===== src/rtl/seg_scan_decoder.sv =====
// seg_scan_decoder: recovers two 4-digit decimal values from a multiplexed
// 7-segment display bus (seg_data/seg_com). Each scan index must be stable for
// MIN_HOLD cycles before its digit is captured. A complete 0..7 scan is
// converted to binary in four cycles.
// Optional build macro SEG_DECODE_STRICT_EN: reject a blank digit that sits
// below a non-blank digit of the same half instead of reading it as zero.
module seg_scan_decoder #(
    parameter int MIN_HOLD = 2
) (
    input  logic        clk,
    input  logic        rst,
    input  logic [7:0]  seg_data,
    input  logic [7:0]  seg_com,
    output logic [13:0] left_val,
    output logic [13:0] right_val,
    output logic        frame_valid,
    output logic        frame_err,
    output logic [7:0]  err_cnt
);

    localparam logic [3:0] HOLD  = 4'(MIN_HOLD);
    localparam logic [3:0] BLANK = 4'hF;

    typedef enum logic [1:0] {HUNT, COLLECT, CONVERT} state_t;

    state_t      state_reg, state_next;
    logic [2:0]  expected_reg, expected_next;
    logic [3:0]  hold_cnt_reg, run_len;
    logic [2:0]  last_idx_reg, idx;
    logic        idx_valid, same_idx, capture;
    logic [3:0]  dec_digit;
    logic        dec_blank, dec_illegal, dec_bad;
    logic [3:0]  digit_reg [8];
    logic        strict_err;
    logic        store_en, conv_start, err_pulse;
    logic [1:0]  k_reg;
    logic [13:0] acc_l_reg, acc_r_reg, acc_l_next, acc_r_next;
    logic [2:0]  l_sel, r_sel;
    logic [3:0]  d_l, d_r;
    logic        frame_valid_next, frame_err_next;
    logic [7:0]  err_cnt_next;
    logic        unused_dp;

    // The decimal point carries no digit information.
    assign unused_dp = seg_data[7];

    // Map a single active-low digit enable to its index; anything else is idle.
    always_comb begin
        idx_valid = 1'b1;
        idx       = 3'd0;
        case (seg_com)
            8'hFE: idx = 3'd0;
            8'hFD: idx = 3'd1;
            8'hFB: idx = 3'd2;
            8'hF7: idx = 3'd3;
            8'hEF: idx = 3'd4;
            8'hDF: idx = 3'd5;
            8'hBF: idx = 3'd6;
            8'h7F: idx = 3'd7;
            default: idx_valid = 1'b0;
        endcase
    end

    // Segment pattern to digit; blank and illegal are flagged separately.
    always_comb begin
        dec_digit   = BLANK;
        dec_blank   = 1'b0;
        dec_illegal = 1'b0;
        case (seg_data[6:0])
            7'h3F: dec_digit = 4'd0;
            7'h06: dec_digit = 4'd1;
            7'h5B: dec_digit = 4'd2;
            7'h4F: dec_digit = 4'd3;
            7'h66: dec_digit = 4'd4;
            7'h6D: dec_digit = 4'd5;
            7'h7D: dec_digit = 4'd6;
            7'h07: dec_digit = 4'd7;
            7'h7F: dec_digit = 4'd8;
            7'h6F: dec_digit = 4'd9;
            7'h00: dec_blank = 1'b1;
            default: dec_illegal = 1'b1;
        endcase
        // The ones digit of either half may never be blank.
        dec_bad = dec_illegal || (dec_blank && (idx == 3'd0 || idx == 3'd4));
    end

    // Stability tracking: capture fires once, on the cycle the run reaches MIN_HOLD.
    always_comb begin
        same_idx = idx_valid && (hold_cnt_reg != 4'd0) && (idx == last_idx_reg);
        if (!idx_valid)
            run_len = 4'd0;
        else if (!same_idx)
            run_len = 4'd1;
        else if (hold_cnt_reg >= HOLD)
            run_len = HOLD;
        else
            run_len = hold_cnt_reg + 4'd1;
        capture = idx_valid && (run_len == HOLD) && !(same_idx && hold_cnt_reg == HOLD);
    end

`ifdef SEG_DECODE_STRICT_EN
    logic [7:0] buf_blank;
    genvar gi;
    generate
        for (gi = 0; gi < 7; gi++) begin : g_blank
            assign buf_blank[gi] = (digit_reg[gi] == BLANK);
        end
    endgenerate
    // Position 7 is being captured right now, so use the live decode for it.
    assign buf_blank[7] = dec_blank;

    // A blank is only legal as a leading blank within its half.
    assign strict_err =
        (buf_blank[6] && !buf_blank[7]) ||
        (buf_blank[5] && !(buf_blank[6] && buf_blank[7])) ||
        (buf_blank[4] && !(buf_blank[5] && buf_blank[6] && buf_blank[7])) ||
        (buf_blank[2] && !buf_blank[3]) ||
        (buf_blank[1] && !(buf_blank[2] && buf_blank[3])) ||
        (buf_blank[0] && !(buf_blank[1] && buf_blank[2] && buf_blank[3]));
`else
    assign strict_err = 1'b0;
`endif

    // FSM state and expected-index register.
    always_ff @(posedge clk or posedge rst) begin
        if (rst) begin
            state_reg    <= HUNT;
            expected_reg <= 3'd0;
        end else begin
            state_reg    <= state_next;
            expected_reg <= expected_next;
        end
    end

    // Next-state logic: frame sequencing and error detection on each capture.
    always_comb begin
        state_next    = state_reg;
        expected_next = expected_reg;
        store_en      = 1'b0;
        conv_start    = 1'b0;
        err_pulse     = 1'b0;
        case (state_reg)
            HUNT: begin
                if (capture && idx == 3'd0) begin
                    if (dec_bad) begin
                        err_pulse = 1'b1;
                    end else begin
                        store_en      = 1'b1;
                        expected_next = 3'd1;
                        state_next    = COLLECT;
                    end
                end
            end
            COLLECT: begin
                if (capture) begin
                    if (dec_bad) begin
                        err_pulse     = 1'b1;
                        expected_next = 3'd0;
                        state_next    = HUNT;
                    end else if (idx == expected_reg) begin
                        if (idx == 3'd7) begin
                            if (strict_err) begin
                                err_pulse  = 1'b1;
                                state_next = HUNT;
                            end else begin
                                store_en   = 1'b1;
                                conv_start = 1'b1;
                                state_next = CONVERT;
                            end
                            expected_next = 3'd0;
                        end else begin
                            store_en      = 1'b1;
                            expected_next = expected_reg + 3'd1;
                        end
                    end else if (idx == 3'd0) begin
                        // Out-of-order restart: drop the old frame, begin a new one.
                        err_pulse     = 1'b1;
                        store_en      = 1'b1;
                        expected_next = 3'd1;
                    end else begin
                        err_pulse     = 1'b1;
                        expected_next = 3'd0;
                        state_next    = HUNT;
                    end
                end
            end
            CONVERT: begin
                if (k_reg == 2'd3)
                    state_next = HUNT;
            end
            default: state_next = HUNT;
        endcase
    end

    // Output logic: result pulse at the last conversion step, error pulse and counter.
    always_comb begin
        frame_valid_next = (state_reg == CONVERT) && (k_reg == 2'd3);
        frame_err_next   = err_pulse;
        err_cnt_next     = (err_pulse && err_cnt != 8'hFF) ? err_cnt + 8'd1 : err_cnt;
    end

    // Conversion step: left digits 7..4 and right digits 3..0, MSB first, blank as 0.
    always_comb begin
        l_sel      = {1'b1, ~k_reg};
        r_sel      = {1'b0, ~k_reg};
        d_l        = (digit_reg[l_sel] == BLANK) ? 4'd0 : digit_reg[l_sel];
        d_r        = (digit_reg[r_sel] == BLANK) ? 4'd0 : digit_reg[r_sel];
        acc_l_next = (acc_l_reg << 3) + (acc_l_reg << 1) + {10'd0, d_l};
        acc_r_next = (acc_r_reg << 3) + (acc_r_reg << 1) + {10'd0, d_r};
    end

    // Datapath registers: hold tracker, digit buffer, accumulators and outputs.
    always_ff @(posedge clk or posedge rst) begin
        if (rst) begin
            hold_cnt_reg <= 4'd0;
            last_idx_reg <= 3'd0;
            for (int i = 0; i < 8; i++)
                digit_reg[i] <= BLANK;
            k_reg        <= 2'd0;
            acc_l_reg    <= 14'd0;
            acc_r_reg    <= 14'd0;
            left_val     <= 14'd0;
            right_val    <= 14'd0;
            frame_valid  <= 1'b0;
            frame_err    <= 1'b0;
            err_cnt      <= 8'd0;
        end else begin
            hold_cnt_reg <= run_len;
            last_idx_reg <= idx;
            if (store_en)
                digit_reg[idx] <= dec_digit;
            if (conv_start) begin
                k_reg     <= 2'd0;
                acc_l_reg <= 14'd0;
                acc_r_reg <= 14'd0;
            end else if (state_reg == CONVERT) begin
                k_reg     <= k_reg + 2'd1;
                acc_l_reg <= acc_l_next;
                acc_r_reg <= acc_r_next;
                if (k_reg == 2'd3) begin
                    left_val  <= acc_l_next;
                    right_val <= acc_r_next;
                end
            end
            frame_valid <= frame_valid_next;
            frame_err   <= frame_err_next;
            err_cnt     <= err_cnt_next;
        end
    end

endmodule


===== config.mk =====
export PLATFORM = sky130hd
export DESIGN_NAME = seg_scan_decoder
export DESIGN_NICKNAME = d
export VERILOG_FILES = /design/src/rtl/seg_scan_decoder.sv
export SDC_FILE = /design/constraint.sdc
export NUM_CORES = 1
export LEC_CHECK = 0
export CORE_MARGIN = 2
export CORE_UTILIZATION = 40
export DETAILED_ROUTE_END_ITERATION = 8
export PLACE_DENSITY = 0.72
export RECOVER_POWER = 50
export SLEW_MARGIN = 5
export SYNTH_ARGS = -nofsm -noshare
export SYNTH_HDL_FRONTEND = slang
export SYNTH_SLANG_ARGS = --single-unit

===== constraint.sdc =====
create_clock -name clk -period 3.78 [get_ports clk]
set_input_delay 0.567 -clock clk [delete_from_list [all_inputs] [get_ports clk]]
set_output_delay 0.567 -clock clk [all_outputs]
set_load 0.05 [all_outputs]

==> flow_summary.yaml <==
timing:
  finalCriticalPeriod_ns: 3.61
  worstMarginPinSlew_ns: 2.11
  finalCritPeriodShare_pct: 95.5
  relSlewSlack_pct: -41.6
  finalSetupViolCount: 0
  drv_slew: 50
  tns_ns: 0
  timing_hold_violations_final: 0
  finalClockSkew_ns: 0.00627
  fmax_ghz: 0.277
die:
  rows: 47
  dieArea_um2: 17800
  die_height_um: 133
  die_width_um: 133
  core_area_um2: 16500
  start_util_pct: 40.7
  io_pins: 56
grt:
  antenna_found_initial: 0
  grt_pass1_vias: 4816
  grt_max_degree: 63
  gr-total-overflow: 0
  grt_pass1_wl_mm: 23.4
  grt.total_usage_pct: 16.1
detailed_routing:
  drt-met1-wl_mm: 6.21
  vias: 4790
  drt-pass1-iter-count: 4
  wl_mm: 13.6
  maxUsedRoutingLayer: "met4"
  via_per_inst: 5.36
  drt_iter0_drc: 176
  post-route-drc-count: 0
  ant_nets: 0
  wl_met3_um: 389
  dr_wl_met2_mm: 6.84
  wl_per_cell_um: 15.2
clocking:
  cts_num_sinks: 110
  cts_tree: "built"
  cts_buffers: 9
  cts_max_level: 3
  cts_buffer_depth: 2
  cts-root-buf: "clkbuf_16"
  cts_hold_buf: 0
  insertion_delay_ns: 0.36
  clkTransAtPathRegs_ns: 0.07
logic_synthesis:
  yosys_warnings: 0
  synth_flop_cell: "dfrtp_1"
  netlist_area_um2: 6700
  synth_edf_count: 0
  async_reset_ff_share_pct: 100
  syn_avg_cell_area_um2: 11.3
  yosysSeqAreaShare_pct: 41.7
  syn_inst: 595
  synth.ff_latch_count: 110
  synth_cell_types: 70
  syn-num-nets: 667
pwr:
  clkPwrFrac_pct: 43.2
  p_switching_uw: 548
  pwr_density_cell_nw_per_um2: 298
  internal_power_uw: 1840
  pwr-share-seq_pct: 50.0
  max-vdd-ir-drop_mv: 0.221
  combPwrFrac_pct: 6.7
  p_leak_uw: 0.00344
  switching_share_pct: 23.0
  power_uw: 2380
cells_and_area:
  final_cell_area_um2: 8000
  area_growth_pct: 19.4
  n_fill_cell: 1482
  layout.area.seq_um2: 2800
  largest_register_ffs: 32
  final_common_cell: "dfrtp_1"
  antenna_cells: 0
  fin_cells: 893
  drive_gt1_share_pct: 23.9
  num-nets-final: 740
  multi_input_comb_area_um2: 3760
  final_cell_mix: "76 x dfrtp_1, 53 x clkdlybuf4s50_1, 51 x nand2_1"
placed_design:
  place_hpwl_mm: 10.2
  place_congestion: 0.858
  postPlaceCellArea_um2: 7590
  portBuffers: 54
  dp_cells: 872
setup_path:
  reg2reg_from: "k_reg[0]"
  critPathMaxFanout: 6
  rrSetupSlack_ns: 0.17
  critical_path_class: "reg2reg"
  reg2reg_depth: 17
  worst_ep_required_time_ns: 4.02
  startpoint: "k_reg[0]"
  start_kind: "flip-flop"
  crit_end: "left_val[12]"
  r2r_end: "left_val[12]"
  worstSetupEndpointType: "flip-flop"
  cp.arrival_ns: 3.85
outcome:
  failed_checks: "max-capacitance violations, max-slew violations"
  status: "finished, violations left"
job:
  max-cap-violations: 1
hold_path:
  hp-class: "reg2reg"
## power groups by stage
| stage | clock, µW | sequential (µW) | combinational, µW |
|---|---|---|---|
| after global routing | 1100 | 1190 | 181 |
| after floorplan | 0 | 1220 | 106 |
| after global placement | 0 | 1210 | 158 |
| after CTS | 1060 | 1190 | 165 |
| after detailed placement | 0 | 1210 | 164 |
| final | 1030 | 1190 | 161 |
## final cells by class
class	count	area share (%)
repair buffers	84	9.57
multi-input cells	445	47.0
well taps	220	3.44
inverters	18	0.860
clock buffers	13	3.93
clock inverters	3	0.297
flip-flops and latches	110	34.9
## worst max-delay path, stage by stage, from the launching register on
cell	delay, ns
dfrtp_2	0.43
buf_4	0.14
mux4_2	0.51
nand4_1	0.12
buf_4	0.12
and2_1	0.12
ha_1	0.23
ha_1	0.22
inv_1	0.08
fa_2	0.22
nor2b_1	0.05
o21ai_0	0.14
nand2b_1	0.11
a31oi_2	0.25
a21oi_2	0.10
a31oi_1	0.26
xnor2_1	0.12
mux2_2	0.27
## what timing repair did
| item | in CTS | in global routing |
|---|---|---|
| pin swaps | 1 | 4 |
| setup endpoints to repair | 6 | 17 |
| gates resized for setup | 1 | 11 |
| endpoints found under the hold margin | 0 | 0 |
| cloned | 0 | 0 |
| buffers inserted | 3 | 2 |
## metrics by stage
stage                     util (%)  hold slack (ns)  setup WS, ns
after floorplan                  -            0.443         0.202
after global placement        46.1            0.460       -0.0145
after detailed placement      46.1            0.463        -0.118
after CTS                     48.3            0.480        0.0313
after global routing          48.6            0.504       -0.0117
final                         48.6            0.474         0.172
## routing by layer
layer | vias to the layer above | GRT usage (%)
li1 | 2333 | -
met1 | 2365 | 21.6
met2 | 82 | 27.1
met3 | 10 | 1.90
met4 | 0 | 5.44
met5 | - | 0
## cells by family after synthesis
| kind of cell | count (synthesis) | share of synthesized area [%] |
|---|---|---|
| AOI/OAI and AO/OA | 108 | 12.1 |
| xor gates and xnor gates | 41 | 5.47 |
| adders and majority gates | 55 | 10.7 |
| buffers and inverters | 40 | 2.89 |
| DFF | 110 | 41.7 |
| muxes | 58 | 11.3 |
| other | 1 | 0.0560 |
| and+or+nand+nor | 182 | 15.9 |
## Yosys cell counts, types with 10 or more instances
library cell	instances	area [µm²]
mux2_2	31	349
nand2_1	51	191
nor2_1	20	75.1
and2_1	12	75.1
dfrtp_1	78	1950
nor3_1	10	50.1
mux2_1	13	146
o21ai_0	16	80.1
inv_1	17	63.8
xor2_1	10	87.6
xnor2_1	30	263
a21oi_1	23	115
nand3_1	12	60.1
nand4_1	12	75.1
a22o_1	24	210
ha_1	50	626
dfstp_2	32	841
## worst min path at each step
| stage | start | end | slack [ns] | cells past startpoint |
|---|---|---|---|---|
| after floorplan | state_reg[1] | state_reg[0] | 0.44 | 1 |
| after global placement | right_val[9] | right_val[9] | 0.46 | 2 |
| after detailed placement | left_val[10] | left_val[10] | 0.46 | 2 |
| after CTS | left_val[10] | left_val[10] | 0.48 | 2 |
| after global routing | right_val[10] | right_val[10] | 0.50 | 2 |
| final | left_val[10] | left_val[10] | 0.47 | 2 |
Power figures use the tool's default switching activity.
